**config.mk**
```make
export PLATFORM = sky130hd
export DESIGN_NAME = ps2_keycaps
export DESIGN_NICKNAME = d
export VERILOG_FILES = /design/src/rtl/ps2_keycaps.sv
export SDC_FILE = /design/constraint.sdc
export NUM_CORES = 1
export LEC_CHECK = 0
export BUFFER_PORTS_ARGS = -buffer_cell sky130_fd_sc_hd__buf_2
export CAP_MARGIN = 0
export CORE_AREA = 2 2 104 106
export CTS_BUF_LIST = sky130_fd_sc_hd__clkbuf_4
export DETAILED_ROUTE_END_ITERATION = 8
export DIE_AREA = 0 0 106 108
export PLACE_DENSITY = 0.67
export SKIP_CTS_REPAIR_TIMING = 1
export SYNTH_ARGS = -nofsm -noshare
export SYNTH_HDL_FRONTEND = slang
export SYNTH_SLANG_ARGS = --single-unit
```
**constraint.sdc**
```tcl
create_clock -name clk -period 6.4 [get_ports clk]
set_input_delay 0.32 -clock clk [delete_from_list [all_inputs] [get_ports clk]]
set_output_delay 0.32 -clock clk [all_outputs]
set_load 0.05 [all_outputs]
```
**src/rtl/ps2_keycaps.sv**
```systemverilog
// PS/2 set-2 keyboard receiver that decodes make/break codes into a held-key matrix bus.
// keycaps bit index is row*5+col; bit 15 is the OR of both shift keys.
module ps2_keycaps #(
  parameter int unsigned FILT    = 8,
  parameter int unsigned TIMEOUT = 50000
) (
  input  logic        clk,
  input  logic        rst_n,
  input  logic        ps2_clk,
  input  logic        ps2_dat,
  output logic [39:0] keycaps,
  output logic [7:0]  rx_byte,
  output logic        rx_valid,
  output logic        frame_err
);

  localparam int unsigned FiltW = (FILT > 1) ? $clog2(FILT) : 1;
  localparam int unsigned ToW   = $clog2(TIMEOUT + 1);

  typedef enum logic [1:0] {StIdle, StData, StParity, StStop} state_e;

  logic             r_clk_s1, r_clk_s2, r_dat_s1, r_dat_s2, r_clk_f;
  logic [FiltW-1:0] r_filt_cnt;
  logic             w_fall;

  state_e           r_state, w_state_d;
  logic [2:0]       r_bit_cnt, w_bit_cnt_d;
  logic [7:0]       r_shift, w_shift_d;
  logic             r_par, w_par_d;
  logic [ToW-1:0]   r_to_cnt, w_to_cnt_d;
  logic             w_good, w_err;

  logic [7:0]       r_rx_byte;
  logic             r_rx_valid, r_frame_err;

  logic [39:0]      r_keys, w_keys_d;
  logic             r_ext, w_ext_d, r_brk, w_brk_d;
  logic             r_lsh, w_lsh_d, r_rsh, w_rsh_d;
  logic [6:0]       w_hit;

  // Line idles high, so the synchronizers and filter reset to 1.
  always_ff @(posedge clk or negedge rst_n) begin
    if (!rst_n) begin
      r_clk_s1   <= 1'b1;
      r_clk_s2   <= 1'b1;
      r_dat_s1   <= 1'b1;
      r_dat_s2   <= 1'b1;
      r_clk_f    <= 1'b1;
      r_filt_cnt <= '0;
    end else begin
      r_clk_s1 <= ps2_clk;
      r_clk_s2 <= r_clk_s1;
      r_dat_s1 <= ps2_dat;
      r_dat_s2 <= r_dat_s1;
      if (r_clk_s2 == r_clk_f) begin
        r_filt_cnt <= '0;
      end else if (r_filt_cnt == FiltW'(FILT - 1)) begin
        r_clk_f    <= r_clk_s2;
        r_filt_cnt <= '0;
      end else begin
        r_filt_cnt <= r_filt_cnt + 1'b1;
      end
    end
  end

  assign w_fall = r_clk_f & ~r_clk_s2 & (r_filt_cnt == FiltW'(FILT - 1));

  always_comb begin
    w_state_d   = r_state;
    w_bit_cnt_d = r_bit_cnt;
    w_shift_d   = r_shift;
    w_par_d     = r_par;
    w_to_cnt_d  = r_to_cnt;
    w_good      = 1'b0;
    w_err       = 1'b0;
    if (r_state != StIdle) w_to_cnt_d = r_to_cnt + 1'b1;
    if (w_fall) begin
      w_to_cnt_d = '0;
      case (r_state)
        StIdle: begin
          if (!r_dat_s2) begin
            w_state_d   = StData;
            w_bit_cnt_d = 3'd0;
            w_par_d     = 1'b0;
          end
        end
        StData: begin
          w_shift_d   = {r_dat_s2, r_shift[7:1]};
          w_par_d     = r_par ^ r_dat_s2;
          w_bit_cnt_d = r_bit_cnt + 3'd1;
          if (r_bit_cnt == 3'd7) w_state_d = StParity;
        end
        StParity: begin
          w_par_d   = r_par ^ r_dat_s2;
          w_state_d = StStop;
        end
        StStop: begin
          w_state_d = StIdle;
          if (r_dat_s2 && r_par) w_good = 1'b1;
          else                   w_err  = 1'b1;
        end
        default: w_state_d = StIdle;
      endcase
    end else if (r_state != StIdle && r_to_cnt == ToW'(TIMEOUT - 1)) begin
      w_state_d  = StIdle;
      w_to_cnt_d = '0;
      w_err      = 1'b1;
    end
  end

  always_ff @(posedge clk or negedge rst_n) begin
    if (!rst_n) begin
      r_state     <= StIdle;
      r_bit_cnt   <= 3'd0;
      r_shift     <= 8'h00;
      r_par       <= 1'b0;
      r_to_cnt    <= '0;
      r_rx_byte   <= 8'h00;
      r_rx_valid  <= 1'b0;
      r_frame_err <= 1'b0;
    end else begin
      r_state     <= w_state_d;
      r_bit_cnt   <= w_bit_cnt_d;
      r_shift     <= w_shift_d;
      r_par       <= w_par_d;
      r_to_cnt    <= w_to_cnt_d;
      r_rx_valid  <= w_good;
      r_frame_err <= w_err;
      if (w_good) r_rx_byte <= r_shift;
    end
  end

  // Returns {hit, bit index}; shift codes are handled separately.
  function automatic logic [6:0] lookup(input logic [7:0] code);
    case (code)
      8'h16: lookup = {1'b1, 6'd0};   8'h1E: lookup = {1'b1, 6'd1};
      8'h26: lookup = {1'b1, 6'd2};   8'h25: lookup = {1'b1, 6'd3};
      8'h2E: lookup = {1'b1, 6'd4};   8'h15: lookup = {1'b1, 6'd5};
      8'h1D: lookup = {1'b1, 6'd6};   8'h24: lookup = {1'b1, 6'd7};
      8'h2D: lookup = {1'b1, 6'd8};   8'h2C: lookup = {1'b1, 6'd9};
      8'h1C: lookup = {1'b1, 6'd10};  8'h1B: lookup = {1'b1, 6'd11};
      8'h23: lookup = {1'b1, 6'd12};  8'h2B: lookup = {1'b1, 6'd13};
      8'h34: lookup = {1'b1, 6'd14};  8'h1A: lookup = {1'b1, 6'd16};
      8'h22: lookup = {1'b1, 6'd17};  8'h21: lookup = {1'b1, 6'd18};
      8'h2A: lookup = {1'b1, 6'd19};  8'h29: lookup = {1'b1, 6'd20};
      8'h41: lookup = {1'b1, 6'd21};  8'h3A: lookup = {1'b1, 6'd22};
      8'h31: lookup = {1'b1, 6'd23};  8'h32: lookup = {1'b1, 6'd24};
      8'h5A: lookup = {1'b1, 6'd25};  8'h4B: lookup = {1'b1, 6'd26};
      8'h42: lookup = {1'b1, 6'd27};  8'h3B: lookup = {1'b1, 6'd28};
      8'h33: lookup = {1'b1, 6'd29};  8'h4D: lookup = {1'b1, 6'd30};
      8'h44: lookup = {1'b1, 6'd31};  8'h43: lookup = {1'b1, 6'd32};
      8'h3C: lookup = {1'b1, 6'd33};  8'h35: lookup = {1'b1, 6'd34};
      8'h45: lookup = {1'b1, 6'd35};  8'h46: lookup = {1'b1, 6'd36};
      8'h3E: lookup = {1'b1, 6'd37};  8'h3D: lookup = {1'b1, 6'd38};
      8'h36: lookup = {1'b1, 6'd39};
      default: lookup = 7'd0;
    endcase
  endfunction

  assign w_hit = lookup(r_rx_byte);

  always_comb begin
    w_keys_d = r_keys;
    w_ext_d  = r_ext;
    w_brk_d  = r_brk;
    w_lsh_d  = r_lsh;
    w_rsh_d  = r_rsh;
    if (r_rx_valid) begin
      case (r_rx_byte)
        8'hE0: w_ext_d = 1'b1;
        8'hF0: w_brk_d = 1'b1;
        8'h00, 8'hFF: begin
          w_keys_d = '0;
          w_ext_d  = 1'b0;
          w_brk_d  = 1'b0;
          w_lsh_d  = 1'b0;
          w_rsh_d  = 1'b0;
        end
        default: begin
          w_ext_d = 1'b0;
          w_brk_d = 1'b0;
          if (r_ext) begin
            if (r_rx_byte == 8'h5A) w_keys_d[25] = ~r_brk;
          end else if (r_rx_byte == 8'h12) begin
            w_lsh_d = ~r_brk;
          end else if (r_rx_byte == 8'h59) begin
            w_rsh_d = ~r_brk;
          end else if (w_hit[6]) begin
            w_keys_d[w_hit[5:0]] = ~r_brk;
          end
        end
      endcase
    end
  end

  always_ff @(posedge clk or negedge rst_n) begin
    if (!rst_n) begin
      r_keys <= '0;
      r_ext  <= 1'b0;
      r_brk  <= 1'b0;
      r_lsh  <= 1'b0;
      r_rsh  <= 1'b0;
    end else begin
      r_keys <= w_keys_d;
      r_ext  <= w_ext_d;
      r_brk  <= w_brk_d;
      r_lsh  <= w_lsh_d;
      r_rsh  <= w_rsh_d;
    end
  end

  always_comb begin
    keycaps     = r_keys;
    keycaps[15] = r_lsh | r_rsh;
  end

  assign rx_byte   = r_rx_byte;
  assign rx_valid  = r_rx_valid;
  assign frame_err = r_frame_err;

endmodule

```
# Yosys cells after proc, flatten, opt, wreduce, memory -nomap -nowiden

Memories as Yosys holds them, arrays and structs flattened.
Cells that the tools add are included.

Flip-flop bits (word level): 92
Memory bits (read-only): 896
Input bits: 4
Output and inout port bits: 50
Logic and storage cells: 128
Memories kept: 1

Add/subtract/negate cells: 3
Order comparisons: 2
Equal/unequal tests: 22
Muxes and demuxes: 42
Bitwise gates (word level): 10
Reduce and logical (&&, ||, !) cells: 28

Memory list:

| name             | words | bits a word | rd ports | clocked after memory_dff | wr ports | line | source |
|---|---|---|---|---|---|---|---|
| (name not given) | 128   | 7           | 1        | 0                        | 0        | 135  | `case (code)` |

Operators with widths:

| operator                                                              | count |
|---|---|
| 40-bit two-way mux                                                    | 3 |
| 40-bit one-hot mux with 2 select lines                                | 1 |
| 16-bit two-way mux                                                    | 3 |
| 40-bit bitwise mux                                                    | 1 |
| 25-bit two-way mux                                                    | 1 |
| 8-bit == test (second input constant)                                 | 3 |
| 16-bit by 1-bit adder with 16-bit output (second input constant)      | 1 |
| 16-bit == test (second input constant)                                | 1 |
| 8-bit by 7-bit == test with 1-bit output (second input constant)      | 2 |
| 1-bit two-way mux                                                     | 16 |
| 14-bit two-way mux                                                    | 1 |
| 2-bit nonzero test                                                    | 7 |
| 6-bit AND reduction                                                   | 2 |
| 1-bit one-hot mux with 2 select lines                                 | 5 |
| 3-bit two-way mux                                                     | 3 |
| 3-bit AND reduction                                                   | 3 |
| 8-bit by 5-bit == test with 1-bit output (second input constant)      | 1 |
| 8-bit logical NOT                                                     | 1 |
| 2-bit two-way mux                                                     | 4 |
| 2-bit one-hot mux with 4 select lines                                 | 1 |
| 2-bit AND reduction                                                   | 4 |
| 6-bit by 7-bit < comparator with 1-bit output (second input constant) | 1 |
| 7-bit two-way mux                                                     | 1 |
| 3-bit by 1-bit adder with 3-bit output (second input constant)        | 2 |
| other kinds (22)                                                      | 39 |

# Logic depth before layout (Yosys ltp)

Gate-level depths: netlist of the first run.
An unclocked memory read counts as a cell.

Depth in word-level cells: 12
Depth in mapped cells: 11
Depth with buffers taken out: 9

# Worst setup path before layout of the first run

No wires, ideal clock.

Kind: reg2reg
Start point: reg r_rx_byte[1] (netlist: rx_byte[1])
End point: reg r_keys[31]
Library setup time: 0.132 ns
Data arrival time: 2.802 ns
Required time: 6.268 ns
Slack: 3.466 ns
Cell stages (with the launch flop): 11
Period minus slack after synthesis: 2.934 ns
Cell sequence: dfrtp_1 -> inv_1 -> ha_1 -> and2_1 -> o32ai_1 -> a2111o_1 -> and3_1 -> or3_1 -> clkbuf_1 -> o311ai_1 -> o21ai_1

Word-level cells in the longest chain between the ends: 12
Elaborated cells between the ends (all ways): 27
Those cells by class: order compare (2); eq/ne (8); mux (9); bitwise (1); reduce/logical (6); memory (1)

RTL lines:

| what                                                                                                                                  | line | source |
|---|---|---|
| start, declared                                                                                                                       | 33   | `logic [7:0] r_rx_byte;` |
| start signal, assigned                                                                                                                | 129  | `if (w_good) r_rx_byte <= r_shift;` |
| memory read 128 x 7 bit                                                                                                               | --   |  |
| 7-bit two-way mux                                                                                                                     | 135  |  |
| 6-bit by 7-bit < comparator with 1-bit output (implied by the code) or 6-bit by 1-bit >= comparator with 1-bit output (tied branches) | 189  | `w_keys_d[w_hit[5:0]] = ~r_brk;` |
| 1-bit logical AND (implied by the code)                                                                                               | 189  |  |
| 1-bit two-way mux (implied by the code)                                                                                               | 189  |  |
| 1-bit demux with 6-bit select                                                                                                         | 189  |  |
| 40-bit bitwise mux                                                                                                                    | 189  |  |
| 40-bit two-way mux                                                                                                                    | 188  | `end else if (w_hit[6]) begin` |
| 40-bit two-way mux                                                                                                                    | 186  | `end else if (r_rx_byte == 8'h59) begin` |
| 40-bit two-way mux                                                                                                                    | 184  | `end else if (r_rx_byte == 8'h12) begin` |
| 14-bit two-way mux                                                                                                                    | 182  | `if (r_ext) begin` |
| 40-bit one-hot mux with 2 select lines                                                                                                | 169  | `case (r_rx_byte)` |
| end signal, assigned                                                                                                                  | 204  | `r_keys <= w_keys_d;` |
| end, declared                                                                                                                         | 36   | `logic [39:0] r_keys, w_keys_d;` |

Several ways; a longest one is shown, not always the timed one. The select of a mux whose other input is x is not followed.
A chain may end at the register's enable or synchronous reset.

# Worst setup path in the final report of the first run

Start point: reg r_rx_byte[2] (netlist: rx_byte[2])
End point: reg r_keys[27]

The elaborated chain is that of the path after synthesis.

==> metrics, run 1 <==
status=completed; GPL Wtd Cong=0.8976; Initial DRT Pass Iterations=5; Die Wd=106 um; Util after Layout=54.42%; clk sinks=91; Area Growth Syn to Fin=10.53%; FMAX=296.2 MHz; Root Buffer=clkbuf_4; largest family of logic cells by synthesized area=compound AO/OA/AOI/OAI gates; largest net degree at the start of global routing=58; Core ar.=slightly above 0.01 sq mm; simple-gate share of the synthesized area=19.67%; drt wl/cell=around 17 um; RSZ-0062 raised after global routing=no; Synth Area in Compound Gates=20.42%; number of H-tree levels=3; Crit Path Class=register to register; vias per std cell=about 6.0; max_slew headroom=21.86%; antenna violations before repair=0; cells after synthesis=494; post-route setup slack=3.024 ns; CP Launch Type=register; CTS tree=built; MaxCap Viol Count=0; final wirelength=about 11000 um; post-layout min period=between 3 and 4 ns; Hold Path Class=primary input to async pin; worst-path fanout max=39; # rows=37; clock buffer depth=2; CTS Buf Count=9; Critical Path Sink Type=register; clock latency at the later pin of the worst-skew pair=0.46 ns; Max Slew Vio Count=0; most common cell after layout, fill and taps aside=dfrtp_1; via count=slightly above 4000; I/O pins=54; Congestion Overflow GR=0; main flop type after synthesis=dfrtp_1; number of synthesized flops with an enable pin=0; worst vdd ir=0.1422 mV; hold slack=~0.33 ns; Seq cells post-synth=91; multiplexer fraction of the synthesized cell area=4.620%; GRT Total Usage=between 20% and 30%; setup_tns=0 ns; crit share post-route=52.75%; Final Hold Fails=0; Slew @ Worst Pin=between 1 and 1.5 ns; Die Area=about 0.011 sq mm; Mapped Nets=~520; crit path launch=rx_byte[2]; number of antenna diodes=0; post-synthesis xor/xnor area fraction=2.260%; PD cells=between 150 and 200 mW/mm^2; Mapped Area=0.005037 sq mm; Port Buffers=53; Leak=2.517 nW; DRT antenna net count=0; Syn Area/Cell=slightly above 10 sq um; fin nets=562; clk slew on worst S/H paths=0.16 ns; vias in the first global route=3723; adder and majority gate portion of the synthesized area=4.471%; Synthesis Warnings=0; first-pass GRT wire length=18840 um; # setup viols final=0; DPL Wire Length=between 7000 and 8000 um; drt initial violations=292; most frequent cells in the layout=dfrtp_1 (86), buf_2 (52), nand2_1 (41); Die H=108 um; worst path arrival time=~3.7 ns; post-synthesis sequential area ratio=45.33%; share of layout cells above drive strength 1=21.28%; WP data required=6.76 ns; skew final=0.02557 ns; RR Startpoint=rx_byte[2]; effective utilization at floorplan=49.24%; post-synth cell types=79; pre-CTS setup slack=3.046 ns; asr flop ratio synth=100.0%; Remaining DRCs=0
-- Yosys cell counts (8+ instances only) --
library cell | count | share of area, %
nand2b_1 | 8 | 0.99
dfrtp_1 | 86 | 43
nor2_1 | 31 | 2.3
or3_1 | 8 | 0.99
mux2_2 | 17 | 3.8
nand3_1 | 27 | 2.7
ha_1 | 18 | 4.5
o31ai_1 | 9 | 1.3
nand2_1 | 41 | 3.1
nor2b_1 | 12 | 1.5
clkbuf_1 | 12 | 0.89
a21oi_1 | 11 | 1.1
xor2_1 | 9 | 1.6
o211ai_1 | 33 | 4.9
inv_1 | 10 | 0.75
o21ai_0 | 11 | 1.1
o21ai_1 | 31 | 3.1
-- final cells by class --
cell class,instances,area [sq um]
well taps,136,170.2
clock buffers,9,67.56
flip-flops and latches,91,2283
multi-input cells,369,2591
repair buffers,57,305.3
inverters,12,45.04
fillers,948,4663
clock inverters,7,105.1
-- per-layer routing --
layer  global-route usage, %  wire [um]  vias up  part of all wire, %
met5                       0          0        -                    0
met4                   7.895        231        0                  2.1
met3                   4.461        597       20                  5.3
met2                   33.46       5371      112                   48
met1                   27.82       5055     1978                   45
li1                        -          -     1944                    -
-- per-stage QoR --
stage	total power (W)	area [sq um]	instances
2_1_floorplan	0.0006117	5037	494
3_3_place_gp	0.0006269	5365	662
3_5_place_dp	0.0006287	5365	662
4_1_cts	0.001007	5538	678
5_1_grt	0.001038	5568	681
6_report	0.0009954	5568	681
-- sequential cells by signal, summed over array words and instances, names as in the netlist --
signal      flops
rx_valid        1
r_shift         8
r_filt_cnt      3
r_lsh           1
r_dat_s2        1
r_bit_cnt       3
r_clk_s2        1
r_ext           1
r_clk_f         1
r_brk           1
r_dat_s1        1
r_state         2
r_to_cnt       16
frame_err       1
r_rsh           1
r_par           1
rx_byte         8
r_clk_s1        1
r_keys         39
-- where the power goes --
group	internal (W)	switching (W)	leakage [nW]
sequential	0.000586	0.00000427	1.25
clock	0.000165	0.000212	0.0895
combinational	0.00000990	0.0000177	1.18
-- kinds of logic (layout without fill, tap and decap cells) --
group	count (synthesis)	in the layout
AND/OR/NAND/NOR	178	178
flip-flops	91	91
multiplexers	21	21
adder cells (fa/ha/maj)	18	18
buffers and inverters	34	85
AO/OA/AOI/OAI	139	139
XOR/XNOR	13	13
-- final timing paths --
kind                                to  slack [ns]  cells after the start
hold reg to reg               r_clk_s2        0.37                      0
hold / removal                   r_lsh        0.33                      2
setup reg to reg            r_keys[27]        3.02                      7
max in group asynchronous  r_to_cnt[6]        5.01                      3
min in group clk              r_clk_s2        0.37                      0
setup / recovery            r_keys[27]        3.02                      7
-- critical path, stage by stage, from the launching register on --
cell and delay [ns]:
dfrtp_1 1.15, nor2b_2 0.22, a2111oi_0 0.53, a2111o_1 0.22, nand3_1 0.17, or3_1 0.54, o311ai_1 0.34, o21ai_1 0.11
Power figures use the tool's default switching activity.
==> inputs of run 2 (changes only) <==
--- a/config.mk
+++ b/config.mk
@@ -5,12 +5,13 @@
 export SDC_FILE = /design/constraint.sdc
 export NUM_CORES = 1
 export LEC_CHECK = 0
+export ABC_AREA = 1
 export BUFFER_PORTS_ARGS = -buffer_cell sky130_fd_sc_hd__buf_2
 export CAP_MARGIN = 0
-export CORE_AREA = 2 2 104 106
+export CORE_AREA = 2 2 108 110
 export CTS_BUF_LIST = sky130_fd_sc_hd__clkbuf_4
 export DETAILED_ROUTE_END_ITERATION = 8
-export DIE_AREA = 0 0 106 108
+export DIE_AREA = 0 0 110 112
 export PLACE_DENSITY = 0.67
 export SKIP_CTS_REPAIR_TIMING = 1
 export SYNTH_ARGS = -nofsm -noshare
==> constraint.sdc (replaced) <==
create_clock -name clk -period 3.5 [get_ports clk]
set_input_delay 0.175 -clock clk [delete_from_list [all_inputs] [get_ports clk]]
set_output_delay 0.175 -clock clk [all_outputs]
set_load 0.05 [all_outputs]
==> metrics, run 2 <==
status=completed; Critical Path Sink Type=register; Slew @ Worst Pin=about 1 ns; synth top area cells=dfrtp_1 (40%), nand2_1 (22%), inv_1 (5.5%), nand3_1 (4.8%), ha_1 (4.2%); Commonest cells post-synth=nand2_1 (315), dfrtp_1 (86), inv_1 (80); crit path launch=rx_byte[3]; GRT Total Usage=22.09%; clock latency at the later pin of the worst-skew pair=between 0.4 and 0.5 ns; worst path arrival time=3.27 ns; WP data required=3.92 ns; CP Launch Type=register; DRT antenna net count=0; post-synth cell types=42; CTS tree=built; FF-to-FF path depth=11; Most flops, register=r_keys; drt wl/cell=12.98 um; number of H-tree levels=3; Congestion Overflow GR=0; crit path capture=r_keys[13]; antenna violations before repair=0; number of antenna diodes=0; share of layout cells above drive strength 1=14.36%; Non-Filler Instances=958; crit share post-route=81.23%; Core ar.=~0.011 sq mm; placed cell count=939; fin nets=832; Die Area=0.01232 sq mm; via count=4909; Crit Path Class=register to register; FMAX=351.7 MHz; slowest CP cell=dfrtp_1; PD cells=308.0 mW/mm^2; Root Buffer=clkbuf_4; setup_tns=0 ns; clk slew on worst S/H paths=0.14 ns; post-synthesis sequential area ratio=42.17%; Die H=112 um; MaxCap Viol Count=0; RR Startpoint=rx_byte[3]; leading area contributor after synthesis=dfrtp_1; Leak=3.285 nW; Seq cells post-synth=91; Synthesis Warnings=0; FF-to-FF End=r_keys[13]; Initial DRT Pass Iterations=5; Register-to-Register Setup Slack=0.66 ns; vias per std cell=5.124; Mapped Area=approximately 0.0054 sq mm; Area Growth Syn to Fin=9.958%; Final Hold Fails=0; asr flop ratio synth=100.0%; Hold Path Class=primary input to register; DPL Wire Length=9065 um; Remaining DRCs=0; I/O pins=54; number of synthesized flops with an enable pin=0; most frequent cells in the layout=nand2_1 (315), dfrtp_1 (86), inv_1 (80); biggest regs=r_keys (39), r_to_cnt (16); RSZ-0062 raised after global routing=no; post-layout min period=2.843 ns; largest net degree at the start of global routing=80; worst-path fanout max=between 40 and 50; final wirelength=12430 um; worst vdd ir=0.2963 mV; Port Buffers=53; most used cell, CP=nand2_1; CP Cell Sequence=inv_2, nand3_1, inv_1, nand4_1, nand2_1, inv_2, nand2_1, nor2_2, buf_4, nand2_1, nand2_1; effective utilization at floorplan=48.46%; # setup viols final=0; CP max stage delay=a little over 0.7 ns; Die Wd=~110 um; # rows=39; first-pass GRT wire length=21580 um; GPL Wtd Cong=around 0.89; vias in the first global route=4588; Mapped Nets=780; clk sinks=91; most common cell after layout, fill and taps aside=nand2_1; clock buffer depth=2; drt initial violations=slightly below 300; max reg flops=39; top cell type's share of synthesized area=39.74%; Max Slew Vio Count=0; cells after synthesis=758; main flop type after synthesis=dfrtp_1; Tot Pwr=0.001834 W; max_slew headroom=34.31%; most frequent cell after synthesis=nand2_1; CTS Buf Count=9; skew final=0.01870 ns; Syn Area/Cell=a little over 7 sq um
run 2: worst max-delay path, delay by kind of cell (launching register included):
family | cells | cell delay, ns
buffers and inverters | 4 | 1.17
DFF | 1 | 0.71
and+or+nand+nor | 7 | 0.92
run 2: metrics by stage:
step / util [%] / hold slack [ns] / setup slack, ns / instance area, sq um
finish: 53.29 / 0.3340 / 0.6568 / 5954
CTS: 53.02 / -0.2478 / 0.6677 / 5924
global placement: 51.54 / 0.2800 / 0.7190 / 5759
floorplan: - / -0.1206 / 0.9853 / 5415
global route: 53.29 / 0.2888 / 0.3562 / 5954
detailed placement: 51.54 / 0.2822 / 0.6904 / 5759
run 2: worst min-delay path by stage:
stage                     startpoint         to  slack, ns  cells past startpoint
after floorplan                rst_n  frame_err      -0.12                      0
final                        ps2_clk   r_clk_s1       0.33                      2
after global placement       ps2_clk   r_clk_s1       0.28                      1
after detailed placement     ps2_dat   r_dat_s1       0.28                      1
after global routing         ps2_dat   r_dat_s1       0.29                      2
after CTS                    ps2_dat   r_dat_s1      -0.25                      1
run 2: where the power goes:
| group | switching, W | leakage [nW] | internal (W) |
|---|---|---|---|
| clock | 0.000365 | 0.0866 | 0.000299 |
| combinational | 0.0000509 | 1.95 | 0.0000258 |
| sequential | 0.0000136 | 1.25 | 0.00108 |
run 2: cells by family (layout without fill, tap and decap cells):
logic type,count (synthesis),count (layout),synth area share (%)
xor gates and xnor gates,3,3,0.4853
muxes,3,3,0.6007
DFF,91,91,42.17
adders and majority gates,18,18,4.159
AOI/OAI and AO/OA,73,73,7.764
and+or+nand+nor,462,462,36.28
buffers and inverters,108,165,8.549
run 2: final cells by class:
cell class | count | area, sq um
sequential | 91 | 2283
inverter | 90 | 337.8
multi-input combinational | 559 | 2669
timing repair buffer | 59 | 320.3
tap | 143 | 178.9
clock buffer | 10 | 75.07
fill | 1100 | 5220
clock inverter | 6 | 90.09
run 2: metal layers:
layer	track usage (%)	wire [um]	vias up
met4	8.017	293	0
met3	6.265	710	26
met2	34.48	5740	145
met5	0	0	-
li1	-	-	2497
met1	29.09	5687	2241
